===== src/rtl/polaris_uart_pkg.sv =====
// Shared definitions for the Polaris CSR UART transmitter: CSR offsets,
// STATUS bit layout, transmit FSM states and the STATUS word packer.
package polaris_uart_pkg;

  localparam logic [11:0] UART_TXDATA  = 12'd0;
  localparam logic [11:0] UART_STATUS  = 12'd1;
  localparam logic [11:0] UART_DIVISOR = 12'd2;

  localparam int ST_FULL    = 0;
  localparam int ST_EMPTY   = 1;
  localparam int ST_BUSY    = 2;
  localparam int ST_OVF     = 3;
  localparam int ST_IE      = 4;
  localparam int ST_CNT_LSB = 8;

  typedef enum logic [1:0] {IDLE, START, DATA, STOP} uart_tx_state_t;

  function automatic logic [63:0] status_word(input logic full, input logic empty,
                                              input logic busy, input logic ovf,
                                              input logic ie, input logic [6:0] count);
    logic [63:0] w;
    w = '0;
    w[ST_FULL]           = full;
    w[ST_EMPTY]          = empty;
    w[ST_BUSY]           = busy;
    w[ST_OVF]            = ovf;
    w[ST_IE]             = ie;
    w[ST_CNT_LSB +: 7]   = count;
    return w;
  endfunction

endpackage


===== src/rtl/uart_fifo.sv =====
// Synchronous FIFO; pointers carry one extra wrap bit so full and empty
// are distinguished without a separate counter.
module uart_fifo #(
  parameter int WIDTH = 8,
  parameter int DEPTH = 8
) (
  input  logic                     clk_i,
  input  logic                     reset_i,
  input  logic                     push_i,
  input  logic                     pop_i,
  input  logic [WIDTH-1:0]         din_i,
  output logic [WIDTH-1:0]         dout_o,
  output logic                     full_o,
  output logic                     empty_o,
  output logic [$clog2(DEPTH):0]   count_o
);
  localparam int AW = $clog2(DEPTH);
  localparam logic [AW:0] FULL_CNT = DEPTH[AW:0];

  logic [WIDTH-1:0] mem_q [DEPTH];
  logic [AW:0]      wptr_q, wptr_d, rptr_q, rptr_d;
  logic             do_push, do_pop;

  assign count_o = wptr_q - rptr_q;
  assign full_o  = (count_o == FULL_CNT);
  assign empty_o = (wptr_q == rptr_q);
  assign dout_o  = mem_q[rptr_q[AW-1:0]];
  assign do_push = push_i && !full_o;
  assign do_pop  = pop_i && !empty_o;

  always_comb begin
    wptr_d = wptr_q;
    rptr_d = rptr_q;
    if (do_push) wptr_d = wptr_q + 1'b1;
    if (do_pop)  rptr_d = rptr_q + 1'b1;
  end

  always_ff @(posedge clk_i) begin
    if (reset_i) begin
      wptr_q <= '0;
      rptr_q <= '0;
    end else begin
      wptr_q <= wptr_d;
      rptr_q <= rptr_d;
    end
  end

  always_ff @(posedge clk_i) begin
    if (do_push) mem_q[wptr_q[AW-1:0]] <= din_i;
  end

endmodule


===== src/rtl/csr_uart_tx.sv =====
// CSR-mapped 8N1 serial transmitter with a byte FIFO and programmable bit rate.
// Define POLARIS_UART_IRQ_EN to add irq_o and a writable IE bit in STATUS.
module csr_uart_tx
  import polaris_uart_pkg::*;
#(
  parameter logic [11:0] BASE_ADR   = 12'h780,
  parameter int          FIFO_DEPTH = 8,
  parameter logic [15:0] DIV_RESET  = 16'd433
) (
  input  logic        clk_i,
  input  logic        reset_i,
  input  logic [11:0] cadr_i,
  input  logic        coe_i,
  input  logic        cwe_i,
  input  logic [63:0] cdat_i,
  output logic [63:0] cdat_o,
  output logic        cvalid_o,
  output logic        txd_o
`ifdef POLARIS_UART_IRQ_EN
  ,
  output logic        irq_o
`endif
);
  localparam int CW = $clog2(FIFO_DEPTH) + 1;

  uart_tx_state_t state_q, state_d;
  logic [15:0]    div_q, div_d, reload_q, reload_d, timer_q, timer_d;
  logic [7:0]     shift_q, shift_d;
  logic [2:0]     bit_cnt_q, bit_cnt_d;
  logic           txd_q, txd_d, ovf_q, ovf_d;
  logic [11:0]    offset;
  logic           hit, wr_status, wr_divisor, bit_done, ie;
  logic           fifo_push, fifo_pop, fifo_full, fifo_empty;
  logic [7:0]     fifo_dout;
  logic [CW-1:0]  fifo_count;
  logic [63:0]    rdata;
  logic           unused_cdat;

  assign unused_cdat = ^cdat_i[63:16];

  // Unsigned wrap makes addresses below BASE_ADR fall out of range too.
  assign offset     = cadr_i - BASE_ADR;
  assign hit        = (offset <= UART_DIVISOR);
  assign cvalid_o   = (coe_i | cwe_i) & hit;
  assign fifo_push  = cwe_i && hit && (offset == UART_TXDATA);
  assign wr_status  = cwe_i && hit && (offset == UART_STATUS);
  assign wr_divisor = cwe_i && hit && (offset == UART_DIVISOR);
  assign bit_done   = (timer_q == 16'd0);
  assign txd_o      = txd_q;

  uart_fifo #(.WIDTH(8), .DEPTH(FIFO_DEPTH)) u_fifo (
    .clk_i   (clk_i),
    .reset_i (reset_i),
    .push_i  (fifo_push),
    .pop_i   (fifo_pop),
    .din_i   (cdat_i[7:0]),
    .dout_o  (fifo_dout),
    .full_o  (fifo_full),
    .empty_o (fifo_empty),
    .count_o (fifo_count)
  );

  always_comb begin
    rdata = status_word(fifo_full, fifo_empty, state_q != IDLE, ovf_q, ie, 7'(fifo_count));
    if (offset == UART_DIVISOR) rdata = {48'd0, div_q};
    cdat_o = (cvalid_o && coe_i) ? rdata : 64'd0;
  end

  // A dropped push sets overflow after the clear so the set wins.
  always_comb begin
    div_d = wr_divisor ? cdat_i[15:0] : div_q;
    ovf_d = ovf_q;
    if (wr_status && cdat_i[ST_OVF]) ovf_d = 1'b0;
    if (fifo_push && fifo_full)      ovf_d = 1'b1;
  end

  always_comb begin
    state_d   = state_q;
    shift_d   = shift_q;
    reload_d  = reload_q;
    timer_d   = timer_q;
    bit_cnt_d = bit_cnt_q;
    txd_d     = txd_q;
    fifo_pop  = 1'b0;
    case (state_q)
      IDLE: begin
        txd_d = 1'b1;
        if (!fifo_empty) begin
          fifo_pop = 1'b1;
          shift_d  = fifo_dout;
          reload_d = div_q;
          timer_d  = div_q;
          txd_d    = 1'b0;
          state_d  = START;
        end
      end
      START: begin
        if (bit_done) begin
          timer_d   = reload_q;
          txd_d     = shift_q[0];
          bit_cnt_d = 3'd0;
          state_d   = DATA;
        end else timer_d = timer_q - 16'd1;
      end
      DATA: begin
        if (bit_done) begin
          timer_d = reload_q;
          if (bit_cnt_q == 3'd7) begin
            txd_d   = 1'b1;
            state_d = STOP;
          end else begin
            txd_d     = shift_q[1];
            shift_d   = {1'b0, shift_q[7:1]};
            bit_cnt_d = bit_cnt_q + 3'd1;
          end
        end else timer_d = timer_q - 16'd1;
      end
      STOP: begin
        if (bit_done) begin
          if (!fifo_empty) begin
            fifo_pop = 1'b1;
            shift_d  = fifo_dout;
            reload_d = div_q;
            timer_d  = div_q;
            txd_d    = 1'b0;
            state_d  = START;
          end else begin
            txd_d   = 1'b1;
            state_d = IDLE;
          end
        end else timer_d = timer_q - 16'd1;
      end
      default: begin
        txd_d   = 1'b1;
        state_d = IDLE;
      end
    endcase
  end

  always_ff @(posedge clk_i) begin
    if (reset_i) begin
      state_q   <= IDLE;
      div_q     <= DIV_RESET;
      reload_q  <= 16'd0;
      timer_q   <= 16'd0;
      shift_q   <= 8'd0;
      bit_cnt_q <= 3'd0;
      txd_q     <= 1'b1;
      ovf_q     <= 1'b0;
    end else begin
      state_q   <= state_d;
      div_q     <= div_d;
      reload_q  <= reload_d;
      timer_q   <= timer_d;
      shift_q   <= shift_d;
      bit_cnt_q <= bit_cnt_d;
      txd_q     <= txd_d;
      ovf_q     <= ovf_d;
    end
  end

`ifdef POLARIS_UART_IRQ_EN
  logic ie_q, ie_d, irq_q, irq_d;

  assign ie    = ie_q;
  assign irq_o = irq_q;

  always_comb begin
    ie_d  = wr_status ? cdat_i[ST_IE] : ie_q;
    irq_d = ie_q && fifo_empty && (state_q == IDLE);
  end

  always_ff @(posedge clk_i) begin
    if (reset_i) begin
      ie_q  <= 1'b0;
      irq_q <= 1'b0;
    end else begin
      ie_q  <= ie_d;
      irq_q <= irq_d;
    end
  end
`else
  assign ie = 1'b0;
`endif

endmodule


===== config.mk =====
export PLATFORM = sky130hd
export DESIGN_NAME = csr_uart_tx
export DESIGN_NICKNAME = d
export VERILOG_FILES = /design/src/rtl/polaris_uart_pkg.sv /design/src/rtl/uart_fifo.sv /design/src/rtl/csr_uart_tx.sv
export SDC_FILE = /design/constraint.sdc
export NUM_CORES = 1
export LEC_CHECK = 0
export CAP_MARGIN = 20
export CORE_ASPECT_RATIO = 2
export CORE_MARGIN = 8
export CORE_UTILIZATION = 43
export CTS_CLUSTER_DIAMETER = 40
export DETAILED_ROUTE_END_ITERATION = 10
export PLACE_DENSITY = 0.73
export SYNTH_ARGS = -nofsm -noshare
export SYNTH_HDL_FRONTEND = slang
export SYNTH_SLANG_ARGS = --single-unit
export TNS_END_PERCENT = 20

===== constraint.sdc =====
create_clock -name clk_i -period 4.7 [get_ports clk_i]
set_input_delay 0.705 -clock clk_i [delete_from_list [all_inputs] [get_ports clk_i]]
set_output_delay 0.705 -clock clk_i [all_outputs]
set_load 0.005 [all_outputs]

==> impl_results.html <==
<table>
<tr><th>Metric</th><th>Value</th></tr>
<tr><th colspan="2">Finish</th></tr>
<tr><td>Ratio of cells with drive above 1 in the final layout</td><td>0.114</td></tr>
<tr><td>Layout overhead on the synthesized area</td><td>16.1%</td></tr>
<tr><td>Net total in the final layout</td><td>825</td></tr>
<tr><td>Total inserted antenna cells</td><td>0</td></tr>
<tr><td>Highest-count cells in the layout ignoring fill and taps</td><td>dfxtp_1, nand2_1, nor2_1</td></tr>
<tr><td>Leading cell type in the layout, fill and taps excluded</td><td>dfxtp_1</td></tr>
<tr><th colspan="2">Synthesis</th></tr>
<tr><td>Post-Synth Simple-Gate Area</td><td>0.143</td></tr>
<tr><td>Post-synthesis xor/xnor area fraction</td><td>0.0162</td></tr>
<tr><td>Async set or reset register ratio after synthesis</td><td>0</td></tr>
<tr><td>Arithmetic-cell share of the synthesized area counting full adders, half adders and majority gates</td><td>0.0277</td></tr>
<tr><td>Netlist Area Pre-Place</td><td>7040 um^2</td></tr>
<tr><td>Share of synthesized area occupied by flip-flops and latches</td><td>0.483</td></tr>
<tr><td>Compound-cell area share of the yosys netlist</td><td>0.122</td></tr>
<tr><td>Top cells by area in the synthesized netlist</td><td>edfxtp_1, dfxtp_1, mux2i_1</td></tr>
<tr><td>Avg Inst Size Synth</td><td>10.3 um^2</td></tr>
<tr><td>Multiplexer fraction of the synthesized cell area</td><td>0.121</td></tr>
<tr><td>Most used DFF post-synth</td><td>dfxtp_1</td></tr>
<tr><td>EDFF count, synth</td><td>64</td></tr>
<tr><td>Yosys warnings</td><td>0</td></tr>
<tr><td>Combinational family with the most area after synthesis</td><td>simple AND/OR/NAND/NOR gates</td></tr>
<tr><td>Register bit count reported by yosys</td><td>138</td></tr>
<tr><td>Distinct cells, synth</td><td>66</td></tr>
<tr><td>Area share of the leading cell type in the synthesized netlist</td><td>0.273</td></tr>
<tr><td>Post-synthesis instance total</td><td>682</td></tr>
<tr><td>Leading area contributor after synthesis</td><td>edfxtp_1</td></tr>
<tr><th colspan="2">STA</th></tr>
<tr><td>Number of pins with negative max-slew slack in the final report</td><td>0</td></tr>
<tr><td>RSZ-0062 raised after global routing</td><td>no</td></tr>
<tr><td>Remaining max-slew budget at the tightest pin</td><td>0.310</td></tr>
<tr><td>Setup TNS</td><td>0 ps</td></tr>
<tr><td>Worst path setup slack after routing</td><td>223 ps</td></tr>
<tr><td>Fin crit period</td><td>4480 ps</td></tr>
<tr><td>Actual slew at the worst max-slew pin</td><td>1040 ps</td></tr>
<tr><td>Final clock period utilization by the worst path</td><td>0.952</td></tr>
<tr><td>Maximum operating frequency</td><td>0.223 GHz</td></tr>
<tr><td>Fin Clk Skew</td><td>16.2 ps</td></tr>
<tr><td>Number of failing setup endpoints in the final timing report</td><td>0</td></tr>
<tr><td>Hold Slack</td><td>457 ps</td></tr>
<tr><td>Number of endpoints with negative hold slack in the final report</td><td>0</td></tr>
<tr><th colspan="2">Drt</th></tr>
<tr><td>WL/cell</td><td>18.0 um</td></tr>
<tr><td>Antenna viol nets, final</td><td>0</td></tr>
<tr><td>Routed vias</td><td>5094</td></tr>
<tr><td>Number of remaining DRC errors</td><td>0</td></tr>
<tr><td>Via/cell ratio</td><td>5.38</td></tr>
<tr><td>Total iterations of the first detailed-routing run</td><td>4</td></tr>
<tr><td>Final wirelength</td><td>17100 um</td></tr>
<tr><td>DRT iter0 DRCs</td><td>257</td></tr>
<tr><th colspan="2">Critical path</th></tr>
<tr><td>CP arrival</td><td>3770 ps</td></tr>
<tr><td>Maximum net fanout on the critical path</td><td>9</td></tr>
<tr><td>Flop2flop setup slack</td><td>1230 ps</td></tr>
<tr><td>Sort of element at the end of the critical path</td><td>output port</td></tr>
<tr><td>Crit start category</td><td>primary input</td></tr>
<tr><td>Type of the setup path with the least slack</td><td>in -&gt; out</td></tr>
<tr><td>Required time of the critical path</td><td>3990 ps</td></tr>
<tr><th colspan="2">Floorplan</th></tr>
<tr><td>Die extent in x</td><td>106 um</td></tr>
<tr><td>Number of top-level design ports</td><td>146</td></tr>
<tr><td>Number of rows in the core area</td><td>66</td></tr>
<tr><td>Starting density of the core</td><td>0.435</td></tr>
<tr><td>Placeable core area</td><td>16200 um^2</td></tr>
<tr><td>Full die area</td><td>21000 um^2</td></tr>
<tr><td>Vertical die dimension</td><td>197 um</td></tr>
<tr><th colspan="2">Global route</th></tr>
<tr><td>Overall overflow remaining after global route</td><td>0</td></tr>
<tr><td>Wire length of the first global-routing pass</td><td>26300 um</td></tr>
<tr><td>Maximum number of pins on one net before global-route repair</td><td>40</td></tr>
<tr><td>Antenna violations before repair</td><td>0</td></tr>
<tr><td>Vias in the first global route</td><td>5217</td></tr>
<tr><td>Overall track demand over capacity in global routing</td><td>0.162</td></tr>
<tr><th colspan="2">Clock tree</th></tr>
<tr><td>Register clock-pin slew on the reported worst setup and hold paths</td><td>70 ps</td></tr>
<tr><td>Clock latency reported for the late side of the worst-skew pair</td><td>420 ps</td></tr>
<tr><td>CTS resizes</td><td>0</td></tr>
<tr><td>Number of buffers inserted to repair setup after CTS</td><td>0</td></tr>
<tr><td>Number of sinks driven by the clock tree</td><td>138</td></tr>
<tr><td>Clock buffers created by TritonCTS</td><td>17</td></tr>
<tr><td>CTS tree</td><td>built</td></tr>
<tr><td>Hold Buf Count CTS</td><td>0</td></tr>
<tr><td>CTS Buffer Depth</td><td>2</td></tr>
<tr><td>Master cell of the clock root buffer</td><td>clkbuf_16</td></tr>
<tr><td>Number of levels in the clock H-tree</td><td>4</td></tr>
<tr><th colspan="2">Power</th></tr>
<tr><td>Total leakage power</td><td>3.18 nW</td></tr>
<tr><td>Cell area power density</td><td>381 nW/um^2</td></tr>
<tr><td>Max VDD drop</td><td>0.000369 V</td></tr>
<tr><th colspan="2">Place</th></tr>
<tr><td>Buffers added on ports</td><td>49</td></tr>
<tr><td>Pre-CTS WS</td><td>194 ps</td></tr>
<tr><td>Half-perimeter wire length of the detailed placement result</td><td>12300 um</td></tr>
<tr><td>GP Congestion</td><td>0.848</td></tr>
<tr><th colspan="2">Flow run</th></tr>
<tr><td>Count of max-cap constraint violations</td><td>0</td></tr>
<tr><th colspan="2">Outcome</th></tr>
<tr><td>Outcome</td><td>finished clean</td></tr>
<tr><th colspan="2">Worst hold path</th></tr>
<tr><td>Path type of the worst min-delay path</td><td>reg -&gt; reg</td></tr>
</table>
[cell usage after synthesis, drive strengths merged (9+ instances only)]
cell type and count:
dfxtp 74, nand2 73, nor2 69, edfxtp 64
buf 60, mux2i 49, a21oi 43, o21ai 30
clkbuf 26, inv 22, mux4 16, ha 14
nand3 12, and2 10, o21a 9, o22ai 9
[through the flow]
stage	power, mW	instances	instance area [um^2]	utilization
after floorplan	1.72	729	7220	-
after global placement	1.83	914	7570	0.468
after detailed placement	1.84	914	7570	0.468
after CTS	3.12	946	8140	0.503
after global routing	3.22	947	8170	0.505
final	3.11	947	8170	0.505
[cells by family after synthesis]
family,after synthesis
compound gates,133
xor+xnor,13
buf+inv,108
mux,65
simple gates,209
other cells,1
fa+ha+maj,15
flops,138
[state kept, by name (all words and copies together), names as in the netlist, named ones only]
| name | flops |
|---|---|
| timer_q | 16 |
| shift_q | 8 |
| bit_cnt_q | 3 |
| state_q | 2 |
| reload_q | 16 |
| u_fifo.wptr_q | 4 |
| u_fifo.mem_q | 64 |
| div_q | 16 |
| u_fifo.rptr_q | 4 |
| txd_o | 1 |
| ovf_q | 1 |
[per-layer routing]
| metal | track usage | share of wire |
|---|---|---|
| met5 | 0 | 0 |
| met2 | 0.320 | 0.57 |
| met3 | 0.0272 | 0.053 |
| met1 | 0.143 | 0.33 |
| met4 | 0.108 | 0.050 |
[final cells by class]
type / instances / area [um^2]
well taps: 204 / 255
inverters: 22 / 82.6
multi-input cells: 483 / 3210
clock inverters: 15 / 150
fillers: 1489 / 8010
repair buffers: 68 / 648
flip-flops and latches: 138 / 3400
clock buffers: 17 / 425
[final timing paths]
path               startpoint     endpoint  cells past startpoint
setup / recovery    cadr_i[8]    cdat_o[7]                     10
hold / removal    reload_q[6]  reload_q[6]                      2
setup reg to reg   timer_q[0]   shift_q[7]                      9
hold reg to reg   reload_q[6]  reload_q[6]                      2
[report_power, final]
group          switching, mW  leakage, nW  internal, mW
logic                  0.334         1.73         0.189
clock network          0.585        0.281         0.706
registers             0.0235         1.17          1.28
[critical path: stages]
cell and delay (ps):
clkdlybuf4s50_1 510, ha_1 240, or4_4 550, nor4b_4 250, and3_1 290, nand3_2 220, nor2_1 150, buf_4 190
and2_1 150, clkdlybuf4s50_1 520
Note: power is estimated with default switching activity, not from simulation.
